===== config.mk =====
export PLATFORM = sky130hd
export DESIGN_NAME = spike_collector_flat
export DESIGN_NICKNAME = d
export VERILOG_FILES = /design/src/rtl/spike_collector_if.sv /design/src/rtl/spike_collector.sv /design/src/flat_wrapper.sv
export SDC_FILE = /design/constraint.sdc
export NUM_CORES = 1
export LEC_CHECK = 0
export ABC_AREA = 0
export BUFFER_PORTS_ARGS = -buffer_cell sky130_fd_sc_hd__buf_2
export CAP_MARGIN = 0
export CORE_MARGIN = 2
export CORE_UTILIZATION = 51
export CTS_CLUSTER_DIAMETER = 50
export DETAILED_ROUTE_END_ITERATION = 6
export GPL_TIMING_DRIVEN = 0
export PLACE_DENSITY = 0.74
export SLEW_MARGIN = 40
export SYNTH_ARGS = -nofsm -noshare
export SYNTH_HDL_FRONTEND = slang
export SYNTH_SLANG_ARGS = --single-unit

===== constraint.sdc =====
create_clock -name CLK -period 2.89 [get_ports CLK]
set_clock_uncertainty 0.05 [all_clocks]
set_input_delay 0.7225 -clock CLK [delete_from_list [all_inputs] [get_ports CLK]]
set_output_delay 0.7225 -clock CLK [all_outputs]
set_load 0.005 [all_outputs]

===== src/rtl/spike_collector_if.sv =====
// ---------------------------------------------------------------------------
// spike_collector_if
// Groups the spike collector's streaming signals.
//   Input side : EN (window strobe), FT (first timestep), SPK (spike vector)
//   Output side: OUT_DATA / OUT_VALID / OUT_READY word stream
// Modports:
//   slave  - the collector (consumes EN/FT/SPK, produces the word stream)
//   master - the environment (drives EN/FT/SPK, consumes the word stream)
// ---------------------------------------------------------------------------
interface spike_collector_if #(
    parameter int unsigned N_OUT    = 4,
    parameter int unsigned IO_WIDTH = 16
);
    logic                EN;
    logic                FT;
    logic [N_OUT-1:0]    SPK;
    logic [IO_WIDTH-1:0] OUT_DATA;
    logic                OUT_VALID;
    logic                OUT_READY;

    modport master (
        output EN, FT, SPK, OUT_READY,
        input  OUT_DATA, OUT_VALID
    );

    modport slave (
        input  EN, FT, SPK, OUT_READY,
        output OUT_DATA, OUT_VALID
    );
endinterface


===== src/rtl/spike_collector.sv =====
// ---------------------------------------------------------------------------
// spike_collector
// Accumulates per-neuron spike counts over the T+1 timesteps of each output
// pixel, packs the finished counts into IO_WIDTH-bit words and queues them
// in a FIFO drained through a valid/ready port.
// Ports:
//   CLK   - clock
//   RSTB  - asynchronous active-low reset
//   T     - timesteps-1 per pixel, static while BUSY
//   CLR   - synchronous flush (FIFO, counts, OVF)
//   BUSY  - accumulation in progress or FIFO non-empty
//   OVF   - sticky: a finished pixel was dropped for lack of FIFO space
//   io    - EN/FT/SPK input strobes and OUT_DATA/OUT_VALID/OUT_READY stream
// ---------------------------------------------------------------------------
module spike_collector #(
    parameter int unsigned N_OUT     = 4,
    parameter int unsigned CNT_WIDTH = 8,
    parameter int unsigned T_WIDTH   = 5,
    parameter int unsigned IO_WIDTH  = 16,
    parameter int unsigned DEPTH     = 8
) (
    input  logic               CLK,
    input  logic               RSTB,
    input  logic [T_WIDTH-1:0] T,
    input  logic               CLR,
    output logic               BUSY,
    output logic               OVF,
    spike_collector_if.slave   io
);
    localparam int unsigned WORDS = N_OUT * CNT_WIDTH / IO_WIDTH;
    localparam int unsigned PER   = IO_WIDTH / CNT_WIDTH;
    localparam int unsigned AW    = $clog2(DEPTH);
    localparam logic [AW:0] DEPTH_L = (AW+1)'(DEPTH);
    localparam logic [AW:0] WORDS_L = (AW+1)'(WORDS);

    typedef enum logic {IDLE, RUN} state_t;

    state_t                r_state, w_state_nxt;
    logic [CNT_WIDTH-1:0]  r_cnt     [N_OUT];
    logic [CNT_WIDTH-1:0]  w_cnt_nxt [N_OUT];
    logic [CNT_WIDTH:0]    w_sum     [N_OUT];
    logic [T_WIDTH-1:0]    r_tcnt, w_tcnt_nxt;
    logic                  w_done;

    logic [IO_WIDTH-1:0]   w_word [WORDS];
    logic [IO_WIDTH-1:0]   r_mem  [DEPTH];
    logic [AW-1:0]         r_rd, r_wr;
    logic [AW:0]           r_occ;
    logic                  w_fits, w_push, w_drop, w_pop;

    // ---------------- accumulator FSM ----------------
    always_ff @(posedge CLK or negedge RSTB) begin
        if (!RSTB) begin
            r_state <= IDLE;
            r_tcnt  <= '0;
            for (int unsigned i = 0; i < N_OUT; i++) r_cnt[i] <= '0;
        end else begin
            r_state <= w_state_nxt;
            r_tcnt  <= w_tcnt_nxt;
            for (int unsigned i = 0; i < N_OUT; i++) r_cnt[i] <= w_cnt_nxt[i];
        end
    end

    always_comb begin
        w_state_nxt = r_state;
        w_tcnt_nxt  = r_tcnt;
        w_done      = 1'b0;
        for (int unsigned i = 0; i < N_OUT; i++) begin
            w_cnt_nxt[i] = r_cnt[i];
            w_sum[i]     = {1'b0, r_cnt[i]} + (CNT_WIDTH+1)'(io.SPK[i]);
        end
        if (CLR) begin
            w_state_nxt = IDLE;
            w_tcnt_nxt  = '0;
            for (int unsigned i = 0; i < N_OUT; i++) w_cnt_nxt[i] = '0;
        end else if (io.EN) begin
            if (io.FT) begin
                // A new FT restarts the pixel even mid-accumulation.
                for (int unsigned i = 0; i < N_OUT; i++)
                    w_cnt_nxt[i] = CNT_WIDTH'(io.SPK[i]);
                w_tcnt_nxt  = '0;
                w_done      = (T == '0);
                w_state_nxt = w_done ? IDLE : RUN;
            end else if (r_state == RUN) begin
                for (int unsigned i = 0; i < N_OUT; i++)
                    w_cnt_nxt[i] = w_sum[i][CNT_WIDTH] ? '1 : w_sum[i][CNT_WIDTH-1:0];
                w_tcnt_nxt = r_tcnt + 1'b1;
                w_done     = (w_tcnt_nxt == T);
                if (w_done) w_state_nxt = IDLE;
            end
        end
    end

    // Lowest-index neuron of each group lands in the word's LSBs.
    always_comb begin
        for (int unsigned k = 0; k < WORDS; k++) begin
            w_word[k] = '0;
            for (int unsigned j = 0; j < PER; j++)
                w_word[k][j*CNT_WIDTH +: CNT_WIDTH] = w_cnt_nxt[k*PER + j];
        end
    end

    // ---------------- output FIFO ----------------
    // Space is judged on start-of-cycle occupancy; a same-cycle pop never helps.
    assign w_fits = (DEPTH_L - r_occ) >= WORDS_L;
    assign w_push = w_done && w_fits;
    assign w_drop = w_done && !w_fits;
    assign w_pop  = (r_occ != '0) && io.OUT_READY && !CLR;

    always_ff @(posedge CLK or negedge RSTB) begin
        if (!RSTB) begin
            for (int unsigned i = 0; i < DEPTH; i++) r_mem[i] <= '0;
            r_rd  <= '0;
            r_wr  <= '0;
            r_occ <= '0;
            OVF   <= 1'b0;
        end else if (CLR) begin
            r_rd  <= '0;
            r_wr  <= '0;
            r_occ <= '0;
            OVF   <= 1'b0;
        end else begin
            if (w_push) begin
                for (int unsigned k = 0; k < WORDS; k++)
                    r_mem[r_wr + AW'(k)] <= w_word[k];
                r_wr <= r_wr + AW'(WORDS);
            end
            if (w_pop) r_rd <= r_rd + 1'b1;
            r_occ <= r_occ + (w_push ? WORDS_L : '0) - (AW+1)'(w_pop);
            if (w_drop) OVF <= 1'b1;
        end
    end

    assign io.OUT_DATA  = r_mem[r_rd];
    assign io.OUT_VALID = (r_occ != '0);
    assign BUSY         = (r_state == RUN) || io.OUT_VALID;

endmodule


===== src/flat_wrapper.sv =====
// flat-port wrapper written by rule: the top's interface ports become plain ports
module spike_collector_flat 
#(
    parameter int unsigned N_OUT     = 4,
    parameter int unsigned CNT_WIDTH = 8,
    parameter int unsigned T_WIDTH   = 5,
    parameter int unsigned IO_WIDTH  = 16,
    parameter int unsigned DEPTH     = 8
)
  (CLK, RSTB, T, CLR, BUSY, OVF, io_EN, io_FT, io_SPK, io_OUT_READY, io_OUT_DATA, io_OUT_VALID);
  spike_collector_if #(.N_OUT(N_OUT), .IO_WIDTH(IO_WIDTH)) io_i ();
  input  logic CLK;
  input  logic RSTB;
  input  logic [T_WIDTH-1:0] T;
  input  logic CLR;
  output logic BUSY;
  output logic OVF;
  input wire logic [$bits(io_i.EN)-1:0] io_EN;
  input wire logic [$bits(io_i.FT)-1:0] io_FT;
  input wire logic [$bits(io_i.SPK)-1:0] io_SPK;
  input wire logic [$bits(io_i.OUT_READY)-1:0] io_OUT_READY;
  output wire logic [$bits(io_i.OUT_DATA)-1:0] io_OUT_DATA;
  output wire logic [$bits(io_i.OUT_VALID)-1:0] io_OUT_VALID;
  assign io_i.EN = io_EN;
  assign io_i.FT = io_FT;
  assign io_i.SPK = io_SPK;
  assign io_i.OUT_READY = io_OUT_READY;
  assign io_OUT_DATA = io_i.OUT_DATA;
  assign io_OUT_VALID = io_i.OUT_VALID;
  spike_collector #(.N_OUT(N_OUT), .CNT_WIDTH(CNT_WIDTH), .T_WIDTH(T_WIDTH), .IO_WIDTH(IO_WIDTH), .DEPTH(DEPTH)) u_core (.CLK(CLK), .RSTB(RSTB), .T(T), .CLR(CLR), .BUSY(BUSY), .OVF(OVF), .io(io_i));
endmodule

==> results of run 1 <==
[worst max-delay path, stage by stage, from the launching register on]
cell and delay (ps):
sky130_fd_sc_hd__dfrtp_4 470, sky130_fd_sc_hd__buf_12 140, sky130_fd_sc_hd__buf_12 140, sky130_fd_sc_hd__mux4_2 510, sky130_fd_sc_hd__mux2_2 300, sky130_fd_sc_hd__buf_2 130
[where the power goes]
group / switching (mW) / internal [mW] / total, mW
Sequential: 0.128 / 2.65 / 2.78
Clock: 1.09 / 1.23 / 2.32
Combinational: 0.981 / 1.15 / 2.13
Total: 2.20 / 5.02 / 7.22
[sequential cells by signal (all words and copies together), names as in the netlist]
register        count
u_core.r_cnt       32
u_core.r_wr         2
u_core.r_state      1
u_core.r_mem      128
u_core.OVF          1
u_core.r_rd         3
u_core.r_occ        4
u_core.r_tcnt       5
[layout by cell type (no fill, tap or decap), drive strengths merged, types with 4 or more instances in the layout]
cell     instances
a211oi           4
a21boi           4
a21oi           20
a22oi            6
a31oi            6
and2             7
and3            13
buf             83
clkbuf          37
dfrtp          176
ha              24
inv            142
mux2            58
mux2i           27
mux4            32
nand2           62
nand2b           4
nand3           17
nand4           13
nor2            37
nor2b            8
nor3             8
o21ai           19
o22ai           62
o2bb2ai          9
o32ai            5
or2              7
or3              6
xnor2            4
xor2             4
[metrics by stage]
step	worst slack [ps]	cell area, µm²	power, mW	instances
after floorplan	-58.3	9530	3.88	881
after global placement	-1740	9980	4.37	1142
after detailed placement	-565	10000	4.41	1144
after CTS	-21.6	10800	6.83	1181
after global routing	-34.3	11000	7.52	1194
final	-21.7	11000	7.22	1194
[final cells by class]
cell class              count  area, µm²
clock inverters            15        164
plain buffers              46        349
inverters                 134        503
clock buffers              17        425
well taps                 229        287
flip-flops and latches    176       4410
fillers                  1447       7130
multi-input cells         520       4400
repair buffers             57        483
[logic make-up (layout without fill, tap and decap cells)]
kind of cell,count (synthesis),count (layout),share of synthesized area
buffers and inverters,185,269,0.0821
flip-flops,176,176,0.462
adder cells (fa/ha/maj),25,25,0.0336
XOR/XNOR,8,8,0.00736
multiplexers,117,117,0.173
AND/OR/NAND/NOR,199,199,0.108
AO/OA/AOI/OAI,171,171,0.134
[worst min path at each step]
stage / startpoint / endpoint / slack [ps] / depth (start not counted)
3_3_place_gp: u_core.r_mem[90] / u_core.r_mem[90] / 420 / 1
3_5_place_dp: u_core.r_mem[2] / u_core.r_mem[2] / 420 / 1
2_1_floorplan: RSTB / u_core.OVF / 380 / 0
4_1_cts: RSTB / u_core.r_tcnt[2] / 100 / 1
5_1_grt: RSTB / u_core.r_tcnt[2] / 110 / 1
6_report: RSTB / u_core.r_tcnt[2] / 100 / 1
[Yosys cell counts (7+ instances only)]
master	count
sky130_fd_sc_hd__o22ai_1	61
sky130_fd_sc_hd__and2_1	7
sky130_fd_sc_hd__inv_1	134
sky130_fd_sc_hd__nor3_1	8
sky130_fd_sc_hd__mux2i_1	27
sky130_fd_sc_hd__nand2_1	62
sky130_fd_sc_hd__buf_6	7
sky130_fd_sc_hd__nand4_1	13
sky130_fd_sc_hd__clkbuf_1	20
sky130_fd_sc_hd__mux4_2	32
sky130_fd_sc_hd__and3_1	13
sky130_fd_sc_hd__dfrtp_1	176
sky130_fd_sc_hd__ha_1	24
sky130_fd_sc_hd__mux2_2	40
sky130_fd_sc_hd__o21ai_0	17
sky130_fd_sc_hd__o2bb2ai_1	9
sky130_fd_sc_hd__buf_2	19
sky130_fd_sc_hd__mux2_1	18
sky130_fd_sc_hd__nand3_1	17
sky130_fd_sc_hd__a21oi_1	19
sky130_fd_sc_hd__nor2_1	37
sky130_fd_sc_hd__nor2b_1	8
[repair_timing]
action                     CTS  global route
setup buffers                9            11
hold buffers                 0             0
setup endpoints to repair   18            40
gates cloned                 0             3
resized for setup           22            24
pin swaps                    6             6
[routing by layer]
metal / GRT usage / wire [µm] / vias up
met3: 0.0703 / 2400 / 58
li1: - / - / 3261
met1: 0.393 / 11600 / 3749
met4: 0.0984 / 823 / 0
met2: 0.422 / 12100 / 357
met5: 0 / 0 / -
==> results by stage, run 1 <==
Run status:
- The flow ran to the end, but the final reports show violations.
- The final reports fail on negative setup slack.

Setup path:
- The worst flop-to-flop path endpoint is u_core.r_mem[89].
- STA puts the critical path data required time at between 2000 and 2500 ps.
- The critical path in this run is classified as reg2out.
- The category of the worst setup path launch point is a flip-flop.
- In this run the worst path has a maximum fanout of 5.
- The origin of the critical flop-to-flop path is u_core.r_tcnt[0].
- The critical path ends at io_OUT_DATA[6].
- The arrival time reported for the critical path endpoint is approximately 2100 ps.
- Counting cells, the worst reg-to-reg path comes to 8.
- STA classifies the critical path endpoint as an output port.
- The slack of the worst reg-to-reg path is 130 ps.
- The most critical setup path has its startpoint at u_core.r_rd[0].

Synth:
- For this run, asynchronously set or reset flops after synthesis account for 1.00.
- The largest area contributor in the netlist is sky130_fd_sc_hd__dfrtp_1.
- The fraction of post-synthesis cell area in the top cell type by area is 0.462.
- For this run, the leading register cell type out of synthesis is sky130_fd_sc_hd__dfrtp_1.
- The share of synthesized area occupied by flip-flops and latches is 0.462.
- The count of synthesis-stage warnings from yosys is 0.
- The flip-flop and latch count after synthesis is between 150 and 200.
- A synthesized cell averages between 10 and 15 µm².
- The cell count after synthesis is about 880.
- The mapped netlist covers approximately 9500 µm².
- In the post-synthesis netlist, the biggest area contributors are sky130_fd_sc_hd__dfrtp_1 (46%), sky130_fd_sc_hd__mux4_2 (7.6%), sky130_fd_sc_hd__inv_1 (5.3%).
- In this run, distinct cell masters in the synthesized netlist total 74.
- The number of synthesized flops with an enable pin is 0.
- When the netlist entered floorplanning its net count stood at 921.

Detailed routing:
- The detail route stage leaves a number of antenna-violating nets equal to 0.
- The routed layout has 7425 vias.
- The average vias per placed instance is between 6 and 7.
- The final layout contains routed wiring with a total length of 26900 µm.
- The average routed wire per standard cell is about 23 µm.
- Before antenna repair, the detailed router went through 6 iterations.
- In this run, the number of DRC markers left after iteration 0 of detailed routing was roughly 670.
- The detailed-route DRC error count is 0.

Global routing:
- The via count of the first global-routing pass is 7260.
- Entering global routing, the biggest net connects 75 pins.
- The number of antenna violations at the first check in global routing is 0.
- The wire length of the first global-routing pass is 41500 µm.
- The final global-route overflow total is 0.
- The overall track demand over capacity in global routing is 0.278.

Clocking:
- The buffer depth of the longest clock path is 2.
- TritonCTS created 17 clock buffers.
- The clock reaches the later pin of the worst-skew pair after 440 ps.
- The cell sitting at the root of the clock tree is a sky130_fd_sc_hd__clkbuf_16.
- The TritonCTS clock tree is yes.
- The number of clock sinks seen by CTS is 176.
- After clock tree synthesis, the clock-pin slew on the worst setup and hold paths is 70 ps.
- CTS built an H-tree with a depth of 4.

Power:
- The leakage dissipation is 5.16 nW.
- The largest vdd supply drop is 0.478 mV.
- The power density relative to cell area is 655 nW/µm².

Finish:
- The fraction of layout instances using a drive strength above 1 is 0.238.
- The area growth from synthesis to layout is 15.7%.
- The count of inserted antenna diode cells is 0.
- The fraction of the core area covered by cells at the end of the flow is 0.607.
- For this run, the post-layout net count is 992.

Die:
- The initial utilization of the core area, before any placement, comes to 0.525.
- The placeable core region is between 15000 and 20000 µm².
- The die footprint is 19800 µm².
- The number of placed I/O pins is 34.
- The chip height is 141 µm.
- After floorplanning, the core was divided into 49 placement rows.
- The die extent in x is 141 µm.

STA:
- After layout, the worst setup slack is -21.7 ps.
- Setup violations remaining at the end of the flow were counted as 3.
- The part of the cycle the worst path needs is 1.01.
- The smallest clock period supported by the final layout is computed as approximately 2900 ps.
- In this run the tightest slew margin relative to its limit is 0.385.
- The final sum of negative setup slack is -41.1 ps.
- The count of final max-slew check failures is 0.
- Hold timing on the final database bottoms out at a slack of 95.1 ps.
- At the pin with the least slew margin, the transition time is 922 ps.
- For this run, the top clock speed supported by timing is 343 MHz.
- The final number of hold-violating endpoints is 0.
- Setup repair after global routing could not meet its margin everywhere.

Placement:
- Detailed placement ended at an HPWL of about 18000 µm.
- The weighted congestion reported at the end of routability-driven placement is 0.966.
- Port buffering added 32 buffers.

Job:
- The max-capacitance violation count is 0.

Min path:
- In this run the worst hold path is classified as in2async.
(Power assumes the default switching activity.)
==> run 2, diff against run 1 <==
--- a/config.mk
+++ b/config.mk
@@ -6,7 +6,7 @@
 export NUM_CORES = 1
 export LEC_CHECK = 0
 export ABC_AREA = 0
-export BUFFER_PORTS_ARGS = -buffer_cell sky130_fd_sc_hd__buf_2
+export BUFFER_PORTS_ARGS = -buffer_cell sky130_fd_sc_hd__buf_4
 export CAP_MARGIN = 0
 export CORE_MARGIN = 2
 export CORE_UTILIZATION = 51
==> run 2 against run 1 <==
  * Critical endpoint is now io_OUT_DATA[7]
  * Critical path depth decreased by 1
  * Worst setup slack better by 61 ps
  * Sequential share of layout area rose by 0.13 points
  * Cell area fell by 0.39%
  * Global-route usage grew 0.65 points
  * Combinational power decreased by 9%
  * Clock-buffer cell count is 4 higher
  * The flow now finishes without violations
  * First-iteration DRC count decreased by 2.0%
  * Routed wire length increased by 0.22%
  * Total power shrank 1.9%
  * Worst hold slack gained 44 ps
  * Clock power increased by 2%
==> results by stage, run 2 (synthesis results as in run 1) <==
Run status:
- The flow ran to the end, and the final reports show no timing, DRC or antenna violations.

Die:
- The die extent in x is 141 µm.
- For this design the top-level I/O count stands at 34.
- The floorplan step set the die height to 141 µm.
- For this configuration, the core starts out at a cell density of 0.525.
- The core region is 18100 µm².
- The die footprint is 19800 µm².
- The floorplan row count is 49.

Finish:
- At the end of the flow the core is filled with cells to 0.605.
- The count of inserted antenna diode cells is 0.
- The fraction of layout instances using a drive strength above 1 is 0.230.
- Ranked by flip-flop count, first place goes to u_core.r_mem.
- Leaving out fill and tap cells, the most frequent cells in the layout are sky130_fd_sc_hd__dfrtp_1 (174), sky130_fd_sc_hd__inv_1 (134), sky130_fd_sc_hd__nand2_1 (61), sky130_fd_sc_hd__o22ai_1 (61), sky130_fd_sc_hd__buf_4 (46).
- Leaving out fill and tap cells, the most frequent cell in the layout is sky130_fd_sc_hd__dfrtp_1.
- The register with the most flip-flops in the layout has 128 of them.
- The layout-stage area growth over the synthesis result is 15.3%.
- At the end of the flow, the number of nets in the layout was slightly below 1000.
- In the final layout, the registers with the most flip-flops are u_core.r_mem: 128 flops, u_core.r_cnt: 32 flops, u_core.r_tcnt: 5 flops.

STA:
- The smallest clock period supported by the final layout is computed as approximately 2900 ps.
- For the final routed database, the setup TNS stands at 0 ps.
- The normalized max-slew margin is 0.378.
- The part of the cycle the worst path needs is 0.986.
- Setup violations remaining at the end of the flow were counted as 0.
- Static timing analysis puts the maximum clock frequency at 351 MHz.
- The final number of hold-violating endpoints is 0.
- The count of final max-slew check failures came to 0.
- The transition time of the tightest slew-check pin is 933 ps.
- Setup repair after global routing could not meet its margin everywhere.

Power:
- The net switching fraction of the power is 0.291.
- The leakage dissipation is 5.11 nW.
- The proportion of power drawn by flip-flops and latches is 0.393.
- The largest vdd supply drop is 0.415 mV.
- The share of power burned in combinational logic is 0.272.
- The total net switching power is roughly 2.1 mW.
- In this run the power density over the cells is 645 nW/µm².
- The internal power is 5.02 mW.
- The clock network power share is 0.335.

Detailed routing:
- The final antenna-violating net count is 0.
- The detailed router finished its first iteration with 652 violations.
- The pre-antenna-repair detailed-routing pass consisted of 4 iterations.
- In the routed design, unresolved DRC markers number 0.
- After detailed routing, the number of vias per cell comes to between 6 and 7.
- In the final routed layout, each cell accounts on average for 22.8 µm.
- The detailed-route wire length is 27000 µm.
- The routed layout has 7345 vias.

Setup path:
- The worst register-to-register path begins at u_core.r_tcnt[0].
- The worst setup path is captured at an output port.
- STA puts the critical path data required time at about 2100 ps.
- Of all nets on the critical path, the largest fanout is 10.
- The setup check on the worst reg-to-reg path leaves a slack of 70 ps.
- The depth of the worst register-to-register path is 8.
- In this run the worst setup path terminates at io_OUT_DATA[7].
- The arrival time reported for the critical path endpoint is 2080 ps.
- The category of the worst setup path launch point is a flip-flop.
- The worst flop-to-flop path endpoint is u_core.r_mem[93].
- The setup path with the least slack is of type reg2out.
- The critical path starts at u_core.r_rd[0].

Global routing:
- The largest net degree at the start of global routing is 74.
- The via count of the first global-routing pass is ~7300.
- The wire length of the first global-routing pass is 42400 µm.
- In the global route stage, overall resource usage came out at 0.285.
- The number of antenna violations at the first check in global routing is 0.
- The final global-route overflow total is 0.

Min path:
- The worst hold path belongs to the class in2async.

Clocking:
- TritonCTS built the clock tree.
- The H-tree depth is 4.
- The total of hold buffers inserted after clock tree synthesis is 0.
- Counting the buffers created by CTS gives 17.
- After clock tree synthesis, the clock-pin slew on the worst setup and hold paths is 70 ps.
- The root buffer cell is sky130_fd_sc_hd__clkbuf_16.
- The buffer depth of the longest clock path is 2.
- The clock drives 176 sinks.
- For the worst-skew pair, the clock arrives at the later sink with an insertion delay of 440 ps.

Placement:
- Routability-driven placement finished with a final weighted congestion of 0.962.
- The count of input and output buffers is 32.
- The HPWL after detailed placement is 18200 µm.

Job:
- The max-capacitance violation count is 0.
## run 2: how the worst min path moves through the flow
stage,from,to,slack [ps],cells past startpoint
floorplan,RSTB,u_core.OVF,380,0
global placement,u_core.r_mem[89],u_core.r_mem[89],410,1
detailed placement,u_core.r_mem[28],u_core.r_mem[28],420,1
CTS,RSTB,u_core.r_mem[57],150,1
global route,RSTB,u_core.r_mem[57],160,1
finish,RSTB,u_core.r_mem[57],140,1
## run 2: repair_timing
action                                  in CTS  in global routing
pin swaps                                    6                  6
cloned                                       0                  0
endpoints found under the setup margin      19                 75
setup buffers                               10                  4
gates resized for setup                     22                 20
## run 2: power by group through the flow
stage	Combinational [mW]	Clock (mW)	Sequential [mW]
2_1_floorplan	1.12	0	2.76
6_report	1.93	2.37	2.78
3_5_place_dp	1.71	0	2.80
4_1_cts	1.81	2.39	2.78
5_1_grt	2.08	2.49	2.80
3_3_place_gp	1.66	0	2.79
## run 2: final cells by class
type / count / area, µm²
multi-input combinational: 520 / 4410
clock buffer: 21 / 470
clock inverter: 10 / 128
timing repair buffer: 48 / 412
sequential: 176 / 4410
tap: 229 / 287
fill: 1436 / 7170
buffer: 47 / 360
inverter: 134 / 503
## run 2: routing by layer
| metal | global-route usage | share of wire | vias up |
|---|---|---|---|
| met5 | 0 | 0 | - |
| met3 | 0.0581 | 0.072 | 67 |
| met4 | 0.131 | 0.045 | 0 |
| li1 | - | - | 3250 |
| met2 | 0.417 | 0.45 | 337 |
| met1 | 0.412 | 0.44 | 3691 |
## run 2: worst max-delay path: stages, from the launching register on
cell and delay [ps]:
sky130_fd_sc_hd__dfrtp_2 490, sky130_fd_sc_hd__buf_12 210, sky130_fd_sc_hd__mux4_2 510, sky130_fd_sc_hd__mux2_2 290
sky130_fd_sc_hd__buf_4 140
## run 2: stage by stage
stage / hold slack, ps / setup WS (ps) / std cells / power (mW) / cell area [µm²]
global route: 165 / -23.9 / 1185 / 7.38 / 11000
detailed placement: 421 / -572 / 1144 / 4.51 / 10100
CTS: 150 / 0.485 / 1181 / 6.98 / 10900
global placement: 413 / -492 / 1142 / 4.46 / 10100
floorplan: 377 / -58.3 / 881 / 3.88 / 9530
finish: 139 / 39.8 / 1185 / 7.08 / 11000
==> run 3, diff against run 2 <==
--- a/config.mk
+++ b/config.mk
@@ -6,14 +6,14 @@
 export NUM_CORES = 1
 export LEC_CHECK = 0
 export ABC_AREA = 0
-export BUFFER_PORTS_ARGS = -buffer_cell sky130_fd_sc_hd__buf_4
 export CAP_MARGIN = 0
 export CORE_MARGIN = 2
 export CORE_UTILIZATION = 51
 export CTS_CLUSTER_DIAMETER = 50
 export DETAILED_ROUTE_END_ITERATION = 6
+export DONT_BUFFER_PORTS = 1
 export GPL_TIMING_DRIVEN = 0
-export PLACE_DENSITY = 0.74
+export PLACE_DENSITY = 0.73
 export SLEW_MARGIN = 40
 export SYNTH_ARGS = -nofsm -noshare
 export SYNTH_HDL_FRONTEND = slang
==> run 3 against run 2 <==
  * The flow now finishes with violations (negative hold slack)
  * Register-to-register slack is essentially flat
  * Combinational power decreased by 21%
  * Worst setup slack improved by 20 ps
  * Core utilization fell by 2.1 points
  * Routed wire length fell by 3.4%
  * Fmax grew 0.72%
  * Via count fell by 2.5%
==> results by stage, run 3 (synthesis results as in run 1) <==
Run status:
- The run finished, with violations left.
- The final reports fail on negative hold slack.

Die:
- The chip height is 141 µm.
- The placeable core region is about 18000 µm².
- The number of placed I/O pins is 34.
- For this configuration, the core starts out at a cell density of 0.525.
- The die extent in x is roughly 140 µm.
- The floorplan row count is 49.
- The die footprint is 19800 µm².

STA:
- The clock period could shrink to roughly 2800 ps.
- Setup repair after global routing left no endpoint under its margin.
- For the pin with the worst max-slew slack, the measured transition is 872 ps.
- Setup slack closes at 60.1 ps.
- The number of setup violations in the final report is 0.
- The final hold slack is -66.2 ps.
- The count of final max-slew check failures is 0.
- In the finished design, the share of the clock period the worst path needs comes to 0.979.
- In this run the tightest slew margin relative to its limit is 0.415.
- The final number of hold-violating endpoints was 176.
- The maximum clock frequency is 353 MHz.

Finish:
- The final non-filler cell area is 10600 µm².
- The number of nets at the end of the flow is 948.
- The library cell used most frequently in the layout, excluding fill and tap cells, is sky130_fd_sc_hd__dfrtp_1.
- From synthesis to final layout, the design area changed by 11.2%.
- The fill cell instance count of the final layout is 1495.
- The count of inserted antenna diode cells is 0.
- The largest registers in the layout are u_core.r_mem: 128 flops, u_core.r_cnt: 32 flops, u_core.r_tcnt: 5 flops.
- In the layout the commonest cells are sky130_fd_sc_hd__dfrtp_1 (175), sky130_fd_sc_hd__inv_1 (134), sky130_fd_sc_hd__nand2_1 (61), sky130_fd_sc_hd__o22ai_1 (61), sky130_fd_sc_hd__mux2_2 (40).
- Ranked by flip-flop count, first place goes to u_core.r_mem.
- The number of flip-flops under the largest register name is 128.
- The fraction of layout instances using a drive strength above 1 is 0.200.

Clocking:
- CTS saw 176 sinks.
- The TritonCTS clock tree is yes.
- Counting the buffers created by CTS gives 17.
- The root buffer cell is sky130_fd_sc_hd__clkbuf_16.
- The clock-pin transition on the worst setup and hold timing paths is 70 ps.
- In this run the deepest clock path goes through 2 buffers.
- The H-tree was split into 4 levels.
- The clock reaches the later pin of the worst-skew pair after 440 ps.

Placement:
- At the placement stage, the worst setup path has a slack of -455 ps.
- The wire-length estimate of the detail-placed layout is roughly 18000 µm.
- The standard cell area after detailed placement is 9820 µm².
- The weighted congestion reported at the end of routability-driven placement is a little under 1.
- The count of input and output buffers is 0.

Global routing:
- Across every metal layer, demand over resource in global routing totals 0.274.
- The first global-routing pass estimated between 40000 and 50000 µm of wire.
- Entering global routing, the biggest net connects approximately 180 pins.
- The via count of the first global-routing pass is 7341.
- The total overflow left after global routing is 0.
- The number of antenna violations at the first check in global routing came to 0.

Setup path:
- The worst setup path startpoint is u_core.r_tcnt[0].
- The category of the most critical setup path is reg2reg.
- Along the worst path, the maximum fanout reaches 10.
- The worst register-to-register path has a depth of 9.
- The setup check on the worst reg-to-reg path leaves a slack of 60 ps.
- The origin of the critical flop-to-flop path is u_core.r_tcnt[0].
- Data on the critical path arrives at its endpoint at approximately 3100 ps.
- STA classifies the critical path endpoint as a flip-flop.
- At the worst endpoint, the required time is approximately 3100 ps.
- The worst flop-to-flop path endpoint is u_core.r_mem[100].
- The worst setup path is launched from a flip-flop.

Detailed routing:
- The count of nets left with antenna violations once routing finished came out at 0.
- Detailed routing inserted a total of around 7200 vias.
- The detailed-route wire length is 26100 µm.
- The detailed-route DRC error count is 0.
- The number of detailed-routing iterations run before antenna repair is 7.
- In the final routed layout, each cell accounts on average for between 20 and 25 µm.
- The average vias per placed instance is 6.23.
- Summed over all nets, wire length on met2 after detailed routing comes to 12100 µm.
- In this run, the number of DRC markers left after iteration 0 of detailed routing was roughly 700.
- The detailed router put a total of about 11000 µm of wire on met1.
- The wire length on met3 is 2050 µm.
- The highest metal layer carrying signal wires in the routed design is met4.

Power:
- The largest vdd supply drop is 0.471 mV.
- The leakage dissipation is around 5 nW.
- Dividing total power by cell area gives a power density of 636 nW/µm².

Min path:
- The worst min-delay path class is in2async.

Job:
- The max-capacitance violation count is 0.
[run 3: cell types whose count changed in the layout (fill, tap and decap cells not counted), sizes merged]
cell,change
clkbuf,-6
clkinvlp,+1
buf,-32
inv,+5
clkinv,-3
[run 3: worst max-delay path by stage]
| stage | end | slack, ps | cells after the start |
|---|---|---|---|
| global route | u_core.r_mem[112] | 20 | 9 |
| CTS | u_core.r_occ[2] | 10 | 12 |
| detailed placement | u_core.r_occ[2] | -450 | 12 |
| finish | u_core.r_mem[100] | 60 | 9 |
| floorplan | u_core.r_occ[2] | -60 | 12 |
| global placement | u_core.r_occ[2] | -490 | 12 |
[run 3: area by class of cell]
| cell class | instances | area, µm² | area share |
|---|---|---|---|
| clock buffer | 19 | 443 | 0.0418 |
| tap | 229 | 287 | 0.0271 |
| buffer | 47 | 312 | 0.0294 |
| clock inverter | 13 | 168 | 0.0158 |
| timing repair buffer | 12 | 90.1 | 0.00851 |
| inverter | 134 | 503 | 0.0475 |
| sequential | 176 | 4410 | 0.416 |
| multi-input combinational | 520 | 4380 | 0.414 |
[run 3: timing repair]
action	in CTS	in global routing
hold endpoints to repair	176	176
endpoints found under the setup margin	18	89
buffers inserted	7	5
pin swaps	4	6
gates resized for setup	16	13
[run 3: power by group]
group | total, mW | internal (mW) | leakage (nW) | switching, mW
combinational | 1.53 | 0.754 | 2.59 | 0.778
clock | 2.42 | 1.34 | 0.292 | 1.08
sequential | 2.79 | 2.65 | 2.03 | 0.139
total | 6.73 | 4.74 | 4.91 | 2.00
[run 3: through the flow]
step | TNS [ps] | power, mW | instances | utilization
after floorplan | -95.9 | 3.88 | 881 | -
after global placement | -11460 | 4.18 | 1110 | 0.541
after detailed placement | -11590 | 4.22 | 1110 | 0.541
after CTS | 0 | 6.68 | 1147 | 0.580
after global routing | 0 | 7.00 | 1150 | 0.584
final | 0 | 6.73 | 1150 | 0.584
[run 3: layer usage]
layer / vias to the layer above / track usage
li1: 3171 / -
met1: 3621 / 0.373
met2: 306 / 0.425
met3: 62 / 0.0642
met4: 0 / 0.116
met5: - / 0
[run 3: worst max-delay path, cell delays in order, from the launching register on]
cell and delay [ps]:
sky130_fd_sc_hd__dfrtp_1 420, sky130_fd_sc_hd__ha_4 260, sky130_fd_sc_hd__xor2_1 140, sky130_fd_sc_hd__a211oi_2 220, sky130_fd_sc_hd__o311ai_4 160, sky130_fd_sc_hd__buf_6 150
sky130_fd_sc_hd__buf_4 140, sky130_fd_sc_hd__o32ai_2 570, sky130_fd_sc_hd__buf_2 450, sky130_fd_sc_hd__o22ai_1 130
